**config.mk**
```make
export PLATFORM = sky130hd
export DESIGN_NAME = delay_tap_sequencer_flat
export DESIGN_NICKNAME = d
export VERILOG_FILES = /design/src/rtl/delay_tap_sequencer_pkg.sv /design/src/rtl/delay_tap_sequencer_if.sv /design/src/rtl/delay_tap_sequencer_tap_capture.sv /design/src/rtl/delay_tap_sequencer.sv /design/src/flat_wrapper.sv
export SDC_FILE = /design/constraint.sdc
export NUM_CORES = 1
export LEC_CHECK = 0
export BUFFER_PORTS_ARGS = -buffer_cell sky130_fd_sc_hd__buf_2
export CAP_MARGIN = 40
export CELL_PAD_IN_SITES_DETAIL_PLACEMENT = 1
export CELL_PAD_IN_SITES_GLOBAL_PLACEMENT = 2
export CORE_ASPECT_RATIO = 0.5
export CORE_UTILIZATION = 37
export CTS_BUF_LIST = sky130_fd_sc_hd__clkbuf_4
export DETAILED_ROUTE_END_ITERATION = 16
export GPL_ROUTABILITY_DRIVEN = 0
export PLACE_DENSITY = 0.79
export SKIP_CTS_REPAIR_TIMING = 1
export SYNTH_ARGS = -nofsm -noshare
export SYNTH_HDL_FRONTEND = slang
export SYNTH_SLANG_ARGS = --single-unit
```
**constraint.sdc**
```tcl
create_clock -name clk -period 2.16 [get_ports clk]
set_input_delay 0.216 -clock clk [delete_from_list [all_inputs] [get_ports clk]]
set_output_delay 0.216 -clock clk [all_outputs]
set_load 0.03 [all_outputs]
```
**src/rtl/delay_tap_sequencer_pkg.sv**
```systemverilog
// Shared definitions for the three-tap delay capture sequencer.
package delay_tap_pkg;

  localparam int NUM_TAPS  = 3;
  localparam int CNT_W_DEF = 8;

  typedef enum logic {
    IDLE = 1'b0,
    RUN  = 1'b1
  } state_t;

endpackage

```
**src/rtl/delay_tap_sequencer_if.sv**
```systemverilog
// Control and sample bus of the delay tap sequencer.
// master: issues start, delays and data; slave: the sequencer itself.
interface delay_tap_sequencer_if
  import delay_tap_pkg::*;
#(
  parameter int CNT_W = CNT_W_DEF
);

  logic             start;
  logic [CNT_W-1:0] dly1;
  logic [CNT_W-1:0] dly2;
  logic [CNT_W-1:0] dly3;
  logic             d;
  logic             q1;
  logic             q2;
  logic             q3;
  logic [2:0]       q_vld;
  logic             busy;
  logic             done;
  logic             ovr;

  modport master (
    output start, dly1, dly2, dly3, d,
    input  q1, q2, q3, q_vld, busy, done, ovr
  );

  modport slave (
    input  start, dly1, dly2, dly3, d,
    output q1, q2, q3, q_vld, busy, done, ovr
  );

endinterface

```
**src/rtl/delay_tap_sequencer_tap_capture.sv**
```systemverilog
// One capture tap: samples d when the edge index matches its offset.
// An accepted start clears the valid flag; an offset of zero captures on the
// accept edge itself using the incoming (not yet latched) offset. A capture
// still due for the previous sequence on a restart edge updates q, but valid
// only reflects the new sequence.
module tap_capture
  import delay_tap_pkg::*;
#(
  parameter int CNT_W = CNT_W_DEF
) (
  input  logic             clk,
  input  logic             rstn,
  input  logic             acc,
  input  logic             run,
  input  logic [CNT_W-1:0] dly_in,
  input  logic [CNT_W-1:0] dly_lat,
  input  logic [CNT_W-1:0] cnt,
  input  logic             d,
  output logic             q,
  output logic             vld
);

  logic hit_new;
  logic hit_old;

  assign hit_new = acc && (dly_in == '0);
  assign hit_old = run && (cnt == dly_lat);

  // capture d on a matching edge and track whether this sequence has captured
  always_ff @(posedge clk or negedge rstn) begin
    if (!rstn) begin
      q   <= 1'b0;
      vld <= 1'b0;
    end else begin
      if (hit_new || hit_old) q <= d;
      if (acc)                vld <= hit_new;
      else if (hit_old)       vld <= 1'b1;
    end
  end

endmodule

```
**src/rtl/delay_tap_sequencer.sv**
```systemverilog
// Three-tap delayed-sample capture sequencer.
// A start pulse launches a sequence; each tap samples d at its programmed
// edge offset from the accept edge, and done pulses after the last capture.
// Optional build macro RETRIGGER_EN: start while busy restarts the sequence
// instead of being rejected with an ovr pulse.
//
// state | meaning
// IDLE  | waiting for start; taps hold their last captures
// RUN   | counting edges toward dmax; taps capture on offset match
module delay_tap_sequencer
  import delay_tap_pkg::*;
#(
  parameter int CNT_W = CNT_W_DEF
) (
  input logic                 clk,
  input logic                 rstn,
  delay_tap_sequencer_if.slave bus
);

  state_t               state;
  logic [CNT_W-1:0]     cnt;
  logic [CNT_W-1:0]     dmax;
  logic [CNT_W-1:0]     dmax_nxt;
  logic [CNT_W-1:0]     dly_in  [NUM_TAPS];
  logic [CNT_W-1:0]     dly_lat [NUM_TAPS];
  logic                 acc;
  logic                 run;
  logic                 busy_r;
  logic                 done_r;
  logic                 ovr_r;
  logic [NUM_TAPS-1:0]  q;
  logic [NUM_TAPS-1:0]  vld;

  assign dly_in[0] = bus.dly1;
  assign dly_in[1] = bus.dly2;
  assign dly_in[2] = bus.dly3;

  assign run = (state == RUN);

`ifdef RETRIGGER_EN
  assign acc = bus.start;
`else
  assign acc = bus.start && (state == IDLE);
`endif

  // longest offset decides when the sequence ends
  always_comb begin
    dmax_nxt = bus.dly1;
    if (bus.dly2 > dmax_nxt) dmax_nxt = bus.dly2;
    if (bus.dly3 > dmax_nxt) dmax_nxt = bus.dly3;
  end

  // sequencing FSM with edge counter, completion and overrun pulses
  always_ff @(posedge clk or negedge rstn) begin
    if (!rstn) begin
      state  <= IDLE;
      cnt    <= '0;
      dmax   <= '0;
      busy_r <= 1'b0;
      done_r <= 1'b0;
      ovr_r  <= 1'b0;
      for (int i = 0; i < NUM_TAPS; i++) dly_lat[i] <= '0;
    end else begin
      done_r <= 1'b0;
      ovr_r  <= 1'b0;
      if (acc) begin
        // accept edge is index 0, so the counter holds the next index
        for (int i = 0; i < NUM_TAPS; i++) dly_lat[i] <= dly_in[i];
        dmax <= dmax_nxt;
        cnt  <= {{(CNT_W-1){1'b0}}, 1'b1};
        if (dmax_nxt == '0) begin
          state  <= IDLE;
          busy_r <= 1'b0;
          done_r <= 1'b1;
        end else begin
          state  <= RUN;
          busy_r <= 1'b1;
        end
      end else begin
        case (state)
          IDLE: begin
          end
          RUN: begin
`ifndef RETRIGGER_EN
            ovr_r <= bus.start;
`endif
            if (cnt == dmax) begin
              state  <= IDLE;
              busy_r <= 1'b0;
              done_r <= 1'b1;
            end else begin
              cnt <= cnt + 1'b1;
            end
          end
        endcase
      end
    end
  end

  for (genvar g = 0; g < NUM_TAPS; g++) begin : g_tap
    tap_capture #(.CNT_W(CNT_W)) u_tap (
      .clk     (clk),
      .rstn    (rstn),
      .acc     (acc),
      .run     (run),
      .dly_in  (dly_in[g]),
      .dly_lat (dly_lat[g]),
      .cnt     (cnt),
      .d       (bus.d),
      .q       (q[g]),
      .vld     (vld[g])
    );
  end

  assign bus.q1    = q[0];
  assign bus.q2    = q[1];
  assign bus.q3    = q[2];
  assign bus.q_vld = vld;
  assign bus.busy  = busy_r;
  assign bus.done  = done_r;
  assign bus.ovr   = ovr_r;

endmodule
```
**src/flat_wrapper.sv**
```systemverilog
// flat-port wrapper written by rule: the top's interface ports become plain ports
module delay_tap_sequencer_flat import delay_tap_pkg::*;
#(
  parameter int CNT_W = CNT_W_DEF
)
  (clk, rstn, bus_start, bus_dly1, bus_dly2, bus_dly3, bus_d, bus_q1, bus_q2, bus_q3, bus_q_vld, bus_busy, bus_done, bus_ovr);
  delay_tap_sequencer_if #(.CNT_W(CNT_W)) bus_i ();
  input logic clk;
  input logic rstn;
  input wire logic [$bits(bus_i.start)-1:0] bus_start;
  input wire logic [$bits(bus_i.dly1)-1:0] bus_dly1;
  input wire logic [$bits(bus_i.dly2)-1:0] bus_dly2;
  input wire logic [$bits(bus_i.dly3)-1:0] bus_dly3;
  input wire logic [$bits(bus_i.d)-1:0] bus_d;
  output wire logic [$bits(bus_i.q1)-1:0] bus_q1;
  output wire logic [$bits(bus_i.q2)-1:0] bus_q2;
  output wire logic [$bits(bus_i.q3)-1:0] bus_q3;
  output wire logic [$bits(bus_i.q_vld)-1:0] bus_q_vld;
  output wire logic [$bits(bus_i.busy)-1:0] bus_busy;
  output wire logic [$bits(bus_i.done)-1:0] bus_done;
  output wire logic [$bits(bus_i.ovr)-1:0] bus_ovr;
  assign bus_i.start = bus_start;
  assign bus_i.dly1 = bus_dly1;
  assign bus_i.dly2 = bus_dly2;
  assign bus_i.dly3 = bus_dly3;
  assign bus_i.d = bus_d;
  assign bus_q1 = bus_i.q1;
  assign bus_q2 = bus_i.q2;
  assign bus_q3 = bus_i.q3;
  assign bus_q_vld = bus_i.q_vld;
  assign bus_busy = bus_i.busy;
  assign bus_done = bus_i.done;
  assign bus_ovr = bus_i.ovr;
  delay_tap_sequencer #(.CNT_W(CNT_W)) u_core (.clk(clk), .rstn(rstn), .bus(bus_i));
endmodule
```
# Word level (Yosys, flattened, before mapping)
# Cells that the tools add are included.
# classes
add_sub_neg,1
div,0
order_cmp,2
n_bitwise,1
multipliers,0
shifts,0
reduce_logical,21
eq_ne,5
muxes,24
# op_table
operator,n
two-way mux 8 bit,5
== test 8 bit,4
zero test 8 bit,4
two-way mux 1 bit,19
greater-than comparator 8 bit,2
nonzero test 2 bit,5
"adder 8 x 1 -> 8 bit, second input constant",1
logical AND 1 bit,7
AND reduction 2 bit,2
logical OR 1 bit,3
"inequality test 2 bit, second input constant",1
inverter 1 bit,1
# word_totals
mem_bits_ro,0
wordCells,69
output_inout_bits,9
ff_bits,50
latch_bits,0
ramBits,0
input_bits,28
memories,0

# Longest topological paths before layout
# Gate-level depths: netlist of the first run.
# depth
depth_word,7
ltp_mapped,19
mapped_depth_nobuf,16

# Hierarchy
# Synthesis of the first run repeated with hierarchy kept, for this count alone.
# hier_totals
hier_cells,354
area_unflattened_um2,3283.1
# modules_own_cells
module,seq_area_each_um2,instances,area_per_inst_um2,cells_each
delay_tap_sequencer,1101.1,1,2697.6,288
tap_capture,50.0,3,195.2,22

# Worst setup path before layout of the first run
# No wires, ideal clock.
# synth_timing
path_type,input port to flip-flop
start,in bus_dly1[1]
end,"reg u_core.state, in the netlist u_core.run"
setup_time_ps,124
setup_slack_ps,-1549
n_path_buf,2
t_arrival_ps,3585
path_stages,17
required_ps,2036
path_cell_list,inv_1 ha_1 nor2b_1 o211ai_1 a211o_1 clkbuf_1 a21bo_2 and2_1 ha_1 and4_1 o31ai_2 or2_1 buf_4 a31oi_1 a2111oi_2 a21oi_1 or2_1
# synth_via
elab_chain_cells,7
# synth_rtl
element,line,rtl
"start, declared",flat_wrapper.sv:11,input wire logic [$bits(bus_i.dly1)-1:0] bus_dly1;
greater-than comparator 8 bit,delay_tap_sequencer.sv:49,if (bus.dly2 > dmax_nxt) dmax_nxt = bus.dly2;
two-way mux 8 bit *,delay_tap_sequencer.sv:49,
greater-than comparator 8 bit,delay_tap_sequencer.sv:50,if (bus.dly3 > dmax_nxt) dmax_nxt = bus.dly3;
two-way mux 8 bit *,delay_tap_sequencer.sv:50,
zero test 8 bit *,delay_tap_sequencer.sv:71,if (dmax_nxt == '0) begin
two-way mux 1 bit *,delay_tap_sequencer.sv:71,
two-way mux 1 bit *,delay_tap_sequencer.sv:66,if (acc) begin
"end signal, assigned",delay_tap_sequencer.sv:56,state <= IDLE;
"end signal, assigned",delay_tap_sequencer.sv:72,state <= IDLE;
"end signal, assigned",delay_tap_sequencer.sv:76,state <= RUN;
"end, declared",delay_tap_sequencer.sv:20,state_t state;
# Mark *: on every way between the ends. The rest lies on a longest branch, timed or not.
# A chain may end at the register's enable or synchronous reset.

# Final worst setup path of the first run
# layout_timing
start,in bus_dly1[7]
end,"reg u_core.state, in the netlist u_core.run"
# The elaborated chain is that of the path after synthesis.

==> results of run 1 <==
[flip-flops by register name, summed over array words and instances (netlist names)]
name and flops:
u_core.g_tap.u_tap.q 3, u_core.dly_lat 24, u_core.cnt 8, u_core.bus.done 1
u_core.dmax 8, u_core.run 1, u_core.bus.busy 1, u_core.g_tap.u_tap.vld 3
u_core.bus.ovr 1
[worst paths after layout]
kind / to / depth (start not counted) / slack (ps)
setup / recovery: u_core.run / 21 / -1460
hold / removal: u_core.g_tap[1].u_tap.q / 2 / 90
setup reg to reg: u_core.g_tap[1].u_tap.q / 7 / 100
hold reg to reg: u_core.g_tap[0].u_tap.vld / 1 / 490
max in group asynchronous: u_core.dly_lat[15] / 4 / 1280
min in group asynchronous: u_core.dmax[2] / 2 / 250
[routing by layer]
metal	wire [um]	GRT usage [%]	vias to the layer above
met5	0	0	-
met4	233	7.47	0
met1	5710	37.4	1508
met2	5510	39.8	83
met3	527	4.50	19
li1	-	-	1432
[logic make-up (layout without fill, tap and decap cells)]
group | after synthesis | count (layout) | synth area share (%)
and+or+nand+nor | 155 | 155 | 23.5
adders and majority gates | 17 | 17 | 6.91
muxes | 6 | 6 | 2.07
AOI/OAI and AO/OA | 53 | 55 | 12.2
DFF | 50 | 50 | 40.7
buffers and inverters | 34 | 152 | 4.68
xor gates and xnor gates | 35 | 35 | 9.96
[cell usage in the layout (no fill, tap or decap), types with 5 or more instances in the layout]
cell type	n
and2_4	6
buf_2	27
buf_4	88
buf_6	12
clkbuf_4	6
dfrtp_1	49
ha_1	5
ha_4	11
inv_1	5
nand2_1	79
nand3_1	17
nand4_1	5
nor3_1	6
nor4_1	10
o21ai_0	16
xnor2_1	9
xor2_1	26
[layout make-up]
type	instances	area, um^2
clock inverters	2	13.8
flip-flops and latches	50	1250
repair buffers	134	1050
well taps	112	140
multi-input cells	268	2120
fillers	906	3350
clock buffers	6	45.0
inverters	10	60.1
[report_power, final]
group | leakage [nW] | switching (W) | internal, W | total (W)
sequential | 0.622 | 0.000392 | 0.00137 | 0.00176
clock | 0.0356 | 0.000317 | 0.000141 | 0.000459
combinational | 1.59 | 0.00135 | 0.00121 | 0.00256
total | 2.25 | 0.00206 | 0.00272 | 0.00478
[through the flow]
stage	TNS, ps	utilization, %	setup WS, ps	area [um^2]	hold slack (ps)
3_5_place_dp	-17190	50.9	-1960	4090	151
4_1_cts	-12780	51.7	-1570	4150	-289
2_1_floorplan	-10570	-	-1410	3200	-79.6
6_report	-12220	58.3	-1460	4680	86.0
5_1_grt	-13400	58.3	-1570	4680	89.1
3_3_place_gp	-15770	50.7	-1810	4070	384
==> impl_results.md, run 1 <==
* Status: finished with violations
* Failing checks: setup timing
* Max_cap viols at 0
* PD cells at 1020 nW/um^2
* Die width at 131 um
* Pre-antenna DRT Iters at 4
* Max Fclk at 0.276 GHz
* Wire per inst at 20.6 um
* Post-layout min period at roughly 3600 ps
* Setup CP Type: input port to flop
* Commonest cells post-synth: nand2_1 (84), dfrtp_1 (50), xor2_1 (26)
* Port bufs at 36
* Synth Net Count at 395
* I/O pins at 37
* Vias in the first global route at roughly 3000
* Total power at ~0.0048 W
* Yosys reg bits at 50
* Ys flop type: dfrtp_1
* GRT Overall Usage at 26.0%
* Max incr delay on CP at around 400 ps
* Period utilisation layout at 167%
* Post-synth top area cell: dfrtp_1
* CTS Root Buffer Type: clkbuf_4
* Top-count cell post-synth: nand2_1
* Sink Count at 50
* Crit-path slowest cell: a2111oi_4
* Critical path endpoint category: flop
* RSZ-0062 raised after global routing: true
* Count of cell types in the netlist at 40
* Slew @ Worst Pin at 583 ps
* DRC violations left at 0
* Fin cells at ~580
* Type of the worst min-delay path: input port to flop
* Rows at 23
* Fin. max-slew vios at 0
* Synth top area cells: dfrtp_1 (41%), nand2_1 (10%), xor2_1 (7.4%)
* Reg2reg start: u_core.cnt[2]
* Clock transition at path regs at 150 ps
* Share of cells above drive strength 1 at 45.5%
* H-tree Lvls at 2
* Hpwl dp at 8640 um
* Critical path buffers and inverters at 6
* Worst-path cell chain: buf_8 -> inv_6 -> ha_4 -> buf_4 -> nand2_1 -> o21ai_2 -> o21ai_4 -> buf_6 -> buf_4 -> a21bo_4 -> and2_4 -> ha_4 -> and4_4 -> nand4_1 -> o31ai_4 -> or2_1 -> buf_12 -> o211ai_2 -> a2111oi_4 -> a21oi_2 -> or2_1
* Placeable Area at 8030 um^2
* Chip height at 66.5 um
* Fin. Hold Viols at 0
* Initial antenna violation count at 0
* Post-synthesis instance total at 350
* DRT iter0 DRCs at 163
* Post-route ant nets at 0
* Worst path arrival time at 3870 ps
* Hold_sp: bus_d
* Cell Area, Synth at 3080 um^2
* Synth async-reset ratio at 100%
* Max Clock Skew at about 34 ps
* Worst-Skew Late Latency at 390 ps
* CTS tree: done
* Post-Place Cells at 562
* Final WL at about 12000 um
* Worst rel slew slack at a little over 60%
* CP delay by family, top: compound AO/OA/AOI/OAI gates
* Mean post-synth cell area at 8.79 um^2
* Inserted Diodes at 0
* Worst VDD drop at 0.340 mV
* Top-area cell type share of the netlist area at between 40% and 50%
* Yosys warns at 0
* Final setup vio count at 11
* First-pass GRT wire length at 16500 um
* Vias/cell at roughly 5.2
* Final setup margin at -1460 ps
* Initial Util at between 30% and 40%
* Seq/Total Area, Yosys at 40.7%
* Crit path max fanout at 8
* P_leak at 2.25 nW
* Die area at 8710 um^2
* Area Growth Syn to Fin at 52.1%
* Clock buffers created by TritonCTS at 5
* CTS Buffer Depth at 2
* Number of synthesized flops with an enable pin at 0
* Largest net degree at the start of global routing at 27
* CP Launch Point: bus_dly1[7]
* Grt ovf at 0
* Critical Path RT at 2410 ps
* Routed vias at roughly 3000
* Nets at 514
* CP startpoint kind: input port
(Power assumes the default switching activity.)
==> run 2: changes to the inputs <==
--- a/config.mk
+++ b/config.mk
@@ -10,11 +10,11 @@
 export CELL_PAD_IN_SITES_DETAIL_PLACEMENT = 1
 export CELL_PAD_IN_SITES_GLOBAL_PLACEMENT = 2
 export CORE_ASPECT_RATIO = 0.5
-export CORE_UTILIZATION = 37
+export CORE_UTILIZATION = 33
 export CTS_BUF_LIST = sky130_fd_sc_hd__clkbuf_4
 export DETAILED_ROUTE_END_ITERATION = 16
 export GPL_ROUTABILITY_DRIVEN = 0
-export PLACE_DENSITY = 0.79
+export PLACE_DENSITY = 0.74
 export SKIP_CTS_REPAIR_TIMING = 1
 export SYNTH_ARGS = -nofsm -noshare
 export SYNTH_HDL_FRONTEND = slang
==> constraint.sdc (replaced) <==
create_clock -name clk -period 3.15 [get_ports clk]
set_input_delay 0.315 -clock clk [delete_from_list [all_inputs] [get_ports clk]]
set_output_delay 0.315 -clock clk [all_outputs]
set_load 0.03 [all_outputs]
==> run 2 against run 1 <==
The run ends with DRC, setup timing left. Critical path depth shrank 4. Sequential power shrank 28%. Register-to-register slack gained 680 ps. Clock power shrank 35%. Sequential share of layout area grew 2.5 points. Final area shrank 8.7%. Power shrank 37%. Cell count shrank 5.7%. Clock-buffer cell count is the same. Routed wire length shrank 14%. Die area grew 12%. Clock skew shrank 22 ps. Critical endpoint is now u_core.bus.done. Largest cell class unchanged. Largest power group unchanged.
==> impl_results.md, run 2 (synthesized netlist as in run 1, its figures left out) <==
* Max FFs per register at 24
* Initial Util at 34.6%
* Die width at 139 um
* Vias in the first global route at 2926
* Final WL at 10300 um
* Biggest register: u_core.dly_lat
* Crit path max fanout at 8
* Hpwl dp at between 7000 and 8000 um
* Leading cell type in the layout, fill and taps excluded: nand2_1
* Regs by FF count: u_core.dly_lat x24, u_core.cnt x8, u_core.dmax x8
* Fin. Hold Viols at 0
* CP startpoint kind: input port
* Slew @ Worst Pin at 797 ps
* DP Area at 3800 um^2
* Post-layout min period at 3540 ps
* Largest net degree at the start of global routing at 36
* Combinational fraction of design power at a little under half
* I/O pins at 37
* Commonest cells after routing, fill and taps aside: nand2_1 (84), buf_4 (60), dfrtp_1 (50), buf_2 (28), xor2_1 (26)
* R2r endpoint: u_core.g_tap[0].u_tap.q
* Reg2reg start: u_core.cnt[3]
* Worst-path cell chain: buf_2 -> ha_4 -> nor2b_4 -> o211ai_1 -> a211o_4 -> a21bo_4 -> and2_4 -> ha_4 -> a211oi_2 -> nor2_2 -> nor4bb_4 -> or2_4 -> o211ai_4 -> a2111oi_4 -> buf_4 -> nand3_1 -> nand2_1
* Routed vias at 2799
* Max_cap viols at 0
* Die area at 9740 um^2
* Final instance area at 4270 um^2
* Nets at approximately 480
* Post-route ant nets at 0
* Critical path endpoint: u_core.bus.done
* Final setup margin at -386 ps
* DRT iter0 DRCs at 124
* Area Growth Syn to Fin at 38.8%
* Vias/cell at between 5 and 6
* Inserted Diodes at 0
* DRC violations left at 2
* Final setup vio count at 5
* P_leak at roughly 2 nW
* Failing checks: DRC, setup timing
* Sink Count at 50
* Worst path most repeated cell: ha_4
* Fin. max-slew vios at 0
* Clk network pwr share at 9.9%
* Port bufs at 36
* Crit-path slowest cell: a2111oi_4
* Setup CP Type: input port to flop
* Critical path buffers and inverters at 2
* Pre-antenna DRT Iters at 10
* Worst-Skew Late Latency at approximately 370 ps
* Reg2reg path depth at 5
* CP Launch Point: bus_dly2[1]
* PD cells at 699 nW/um^2
* FF/Latch Area at approximately 1300 um^2
* WP depth at 17
* Setup TNS at -1170 ps
* CTS tree: done
* Fillers at roughly 1000
* First-pass GRT wire length at ~16000 um
* Initial antenna violation count at 0
* Cell Int Power at 0.00170 W
* Worst path arrival time at 3840 ps
* Clock transition at path regs at around 150 ps
* Sequential power share at 42.3%
* Critical Path RT at 3450 ps
* Max incr delay on CP at 410 ps
* Sw frac at 43.1%
* CTS Buffer Depth at 2
* H-tree Lvls at 2
* RSZ-0062 raised after global routing: true
* Worst VDD drop at 0.205 mV
* Chip height at 70.3 um
* Dpl ws at -1090 ps
* Fin cells at about 550
* Grt ovf at 0
* Period utilisation layout at 112%
* Worst rel slew slack at 46.9%
* Clock buffers created by TritonCTS at 5
* Critical path endpoint category: flop
* Status: finished with violations
* Wire per inst at 18.7 um
* CP delay by family, top: compound AO/OA/AOI/OAI gates
* CTS Root Buffer Type: clkbuf_4
* Rows at 24
* NetSw at about 0.0013 W
* Flop2flop setup slack at 780 ps
* Placeable Area at 8890 um^2
* Total power at 0.00299 W
* Max Fclk at about 0.28 GHz
* Post-Place Cells at between 500 and 600
* GRT Overall Usage at 21.2%
* Max Clock Skew at 11.8 ps
* Area of the multi-input gates at roughly 2000 um^2
* Type of the worst min-delay path: input port to async pin
* Share of cells above drive strength 1 at 38.2%
==> run 2: cell types whose count changed in the layout (fill, tap and decap cells not counted), moves of 2 or more <==
cell and delta:
buf_4 -28, buf_6 -5, nand2_1 +5, nand2_2 -4, a31oi_1 +3, inv_1 -3, inv_2 +3, a31oi_2 -2
and2_1 +2, and2_4 -2, buf_12 -2, nand3_1 +2, nand3_2 -2, o21ai_2 -2
==> run 2: worst min-delay path by stage <==
stage / startpoint / end / cells after the start
6_report: rstn / u_core.dly_lat[19] / 1
3_5_place_dp: rstn / u_core.dly_lat[19] / 1
3_3_place_gp: rstn / u_core.dly_lat[19] / 1
4_1_cts: rstn / u_core.dly_lat[19] / 1
2_1_floorplan: rstn / u_core.bus.busy / 0
5_1_grt: rstn / u_core.dly_lat[18] / 1
==> run 2: layer usage <==
metal	part of all wire [%]	vias up	track usage (%)	wire (um)
li1	-	1363	-	-
met1	50	1366	32.0	5160
met2	44	64	31.9	4480
met3	5.1	6	3.16	526
met4	0.87	0	4.12	89
met5	0	-	0	0
==> run 2: through the flow <==
step / hold WS, ps / utilization [%]
after floorplan: 19.4 / -
after global placement: 430 / 42.6
after detailed placement: 445 / 42.7
after CTS: 25.9 / 43.3
after global routing: 55.5 / 48.1
final: 7.55 / 48.1
==> run 2: cell type report <==
type / instances / share of cell area [%]
sequential: 50 / 29.3
clock inverter: 1 / 0.176
inverter: 10 / 1.46
clock buffer: 6 / 1.05
timing repair buffer: 99 / 17.2
tap: 117 / 3.43
multi-input combinational: 266 / 47.4
==> run 2: worst register-to-register path: cells and delay by family (launching register included) <==
kind | cells | cell delay, ps
compound gates | 1 | 590
xor+xnor | 1 | 230
flops | 1 | 570
mux | 1 | 410
simple gates | 2 | 470
==> run 2: power groups by stage <==
stage / combinational [W] / clock (W) / sequential, W
global route: 0.00159 / 0.000330 / 0.00131
CTS: 0.00130 / 0.000309 / 0.00127
detailed placement: 0.00129 / 0 / 0.00128
floorplan: 0.000970 / 0 / 0.00116
global placement: 0.00123 / 0 / 0.00127
finish: 0.00143 / 0.000297 / 0.00126
==> run 3: changes to the inputs <==
--- a/config.mk
+++ b/config.mk
@@ -15,6 +15,7 @@
 export DETAILED_ROUTE_END_ITERATION = 16
 export GPL_ROUTABILITY_DRIVEN = 0
 export PLACE_DENSITY = 0.74
+export RECOVER_POWER = 25
 export SKIP_CTS_REPAIR_TIMING = 1
 export SYNTH_ARGS = -nofsm -noshare
 export SYNTH_HDL_FRONTEND = slang
==> run 3 against run 2 <==
The run ends with DRC, capacitance limit, slew limit, setup timing left. Critical path depth unchanged. Hold slack improved by 200 ps. Clock skew is essentially flat. Clock power about the same. Power is essentially flat. Setup slack stayed put. Core utilization is essentially flat. Combinational power is essentially flat. First-iteration DRC count did not move. Cell count did not move. Non-clock buffer count is the same. Largest cell class unchanged.
==> impl_results.md, run 3 (synthesized netlist as in run 1, its figures left out) <==
* Status: finished with violations
* Failing checks: DRC, capacitance limit, slew limit, setup timing
* Biggest register: u_core.dly_lat
* Area of the multi-input gates at about 2000 um^2
* Post-layout min period at 3540 ps
* Die area at 9740 um^2
* Pre-antenna DRT Iters at 10
* Commonest cells after routing, fill and taps aside: nand2_1 (84), buf_4 (60), dfrtp_1 (50), buf_2 (27), xor2_1 (26)
* Final instance area at 4270 um^2
* Max FFs per register at 24
* Fin cells at approximately 550
* Fin. max-slew vios at 36
* Final WL at 10300 um
* First-pass GRT wire length at 15600 um
* Regs by FF count: u_core.dly_lat x24, u_core.cnt x8, u_core.dmax x8
* Clock buffers created by TritonCTS at 5
* Setup CP Type: input port to flop
* Clock transition at path regs at around 140 ps
* Fillers at 1023
* Port bufs at 36
* Chip height at 70.3 um
* Period utilisation layout at 112%
* Post-route ant nets at 0
* Post-Place Cells at 536
* Worst-Skew Late Latency at 370 ps
* Critical path endpoint category: flop
* GRT Overall Usage at 21.2%
* Nets at 477
* P_leak at 2.02 nW
* Final setup margin at -386 ps
* Share of cells above drive strength 1 at 38.0%
* Fin. Hold Viols at 0
* Routed vias at 2799
* Initial Util at around 35%
* Type of the worst min-delay path: input port to flop
* DRC violations left at 2
* Inserted Diodes at 0
* Max Clock Skew at 11.8 ps
* CP startpoint kind: input port
* Hold_ws at 208 ps
* Vias/cell at 5.10
* Max Fclk at between 0.2 and 0.3 GHz
* RSZ-0062 raised after global routing: true
* Wire per inst at around 19 um
* Worst rel slew slack at -27.6%
* I/O pins at 37
* Initial antenna violation count at 0
* Sink Count at 50
* Max_cap viols at 1
* Placeable Area at 8890 um^2
* Final setup vio count at 5
* Slew @ Worst Pin at 1910 ps
* DRT iter0 DRCs at approximately 120
* Grt ovf at 0
* FF/Latch Area at 1250 um^2
* CTS Root Buffer Type: clkbuf_4
* CTS tree: done
* Largest net degree at the start of global routing at 36
* Setup TNS at -1170 ps
* PD cells at about 700 nW/um^2
* Worst path arrival time at roughly 3800 ps
* Critical Path RT at 3450 ps
* Worst VDD drop at 0.205 mV
* Crit path max fanout at 8
* H-tree Lvls at 2
* Area Growth Syn to Fin at 38.8%
* Dpl ws at -1090 ps
* Vias in the first global route at 2926
* Leading cell type in the layout, fill and taps excluded: nand2_1
* Die width at around 140 um
* CTS Buffer Depth at 2
* Rows at 24
* Hpwl dp at 7820 um
* DP Area at approximately 3800 um^2
[run 3: final timing paths]
check | depth (start not counted) | to | from | slack (ps)
min in group asynchronous | 1 | u_core.dly_lat[19] | rstn | 450
max | 17 | u_core.bus.done | bus_dly2[1] | -390
min reg2reg | 1 | u_core.g_tap[0].u_tap.vld | u_core.g_tap[0].u_tap.vld | 490
max in group asynchronous | 2 | u_core.dmax[0] | rstn | 1570
min | 2 | u_core.g_tap[1].u_tap.q | bus_d | 210
max reg2reg | 5 | u_core.g_tap[0].u_tap.q | u_core.cnt[3] | 780
[run 3: cell type report]
type	instances	area share, %
clock buffer	6	1.05
clock inverter	1	0.176
inverter	10	1.46
multi-input combinational	266	47.4
sequential	50	29.3
tap	117	3.43
timing repair buffer	99	17.2
[run 3: through the flow]
| step | utilization, % | power (W) |
|---|---|---|
| 2_1_floorplan | - | 0.00213 |
| 3_3_place_gp | 42.6 | 0.00250 |
| 3_5_place_dp | 42.7 | 0.00257 |
| 4_1_cts | 43.3 | 0.00287 |
| 5_1_grt | 48.0 | 0.00323 |
| 6_report | 48.0 | 0.00299 |
[run 3: critical path, cell delays in order]
cell and delay [ps]:
buf_2 120, ha_4 270, nor2b_4 120, o211ai_1 100, a211o_4 400, a21bo_4 230
and2_4 140, ha_4 240, a211oi_2 230, nor2_2 100, nor4bb_4 330, or2_4 270
o211ai_4 120, a2111oi_4 410, buf_4 180, nand3_1 110, nand2_1 140
[run 3: power by group]
part           internal [W]  leakage, nW  switching, W  total [W]
clock             0.0000925       0.0278      0.000204   0.000297
sequential         0.000936        0.623      0.000327    0.00126
combinational      0.000672         1.37      0.000756    0.00143
total               0.00170         2.02       0.00129    0.00299
[run 3: layer usage]
metal  vias up  routed length [um]  track usage (%)
met4         0                  89             4.12
met2        64                4470             31.9
li1       1363                   -                -
met5         -                   0                0
met3         6                 526             3.16
met1      1366                5160             32.0
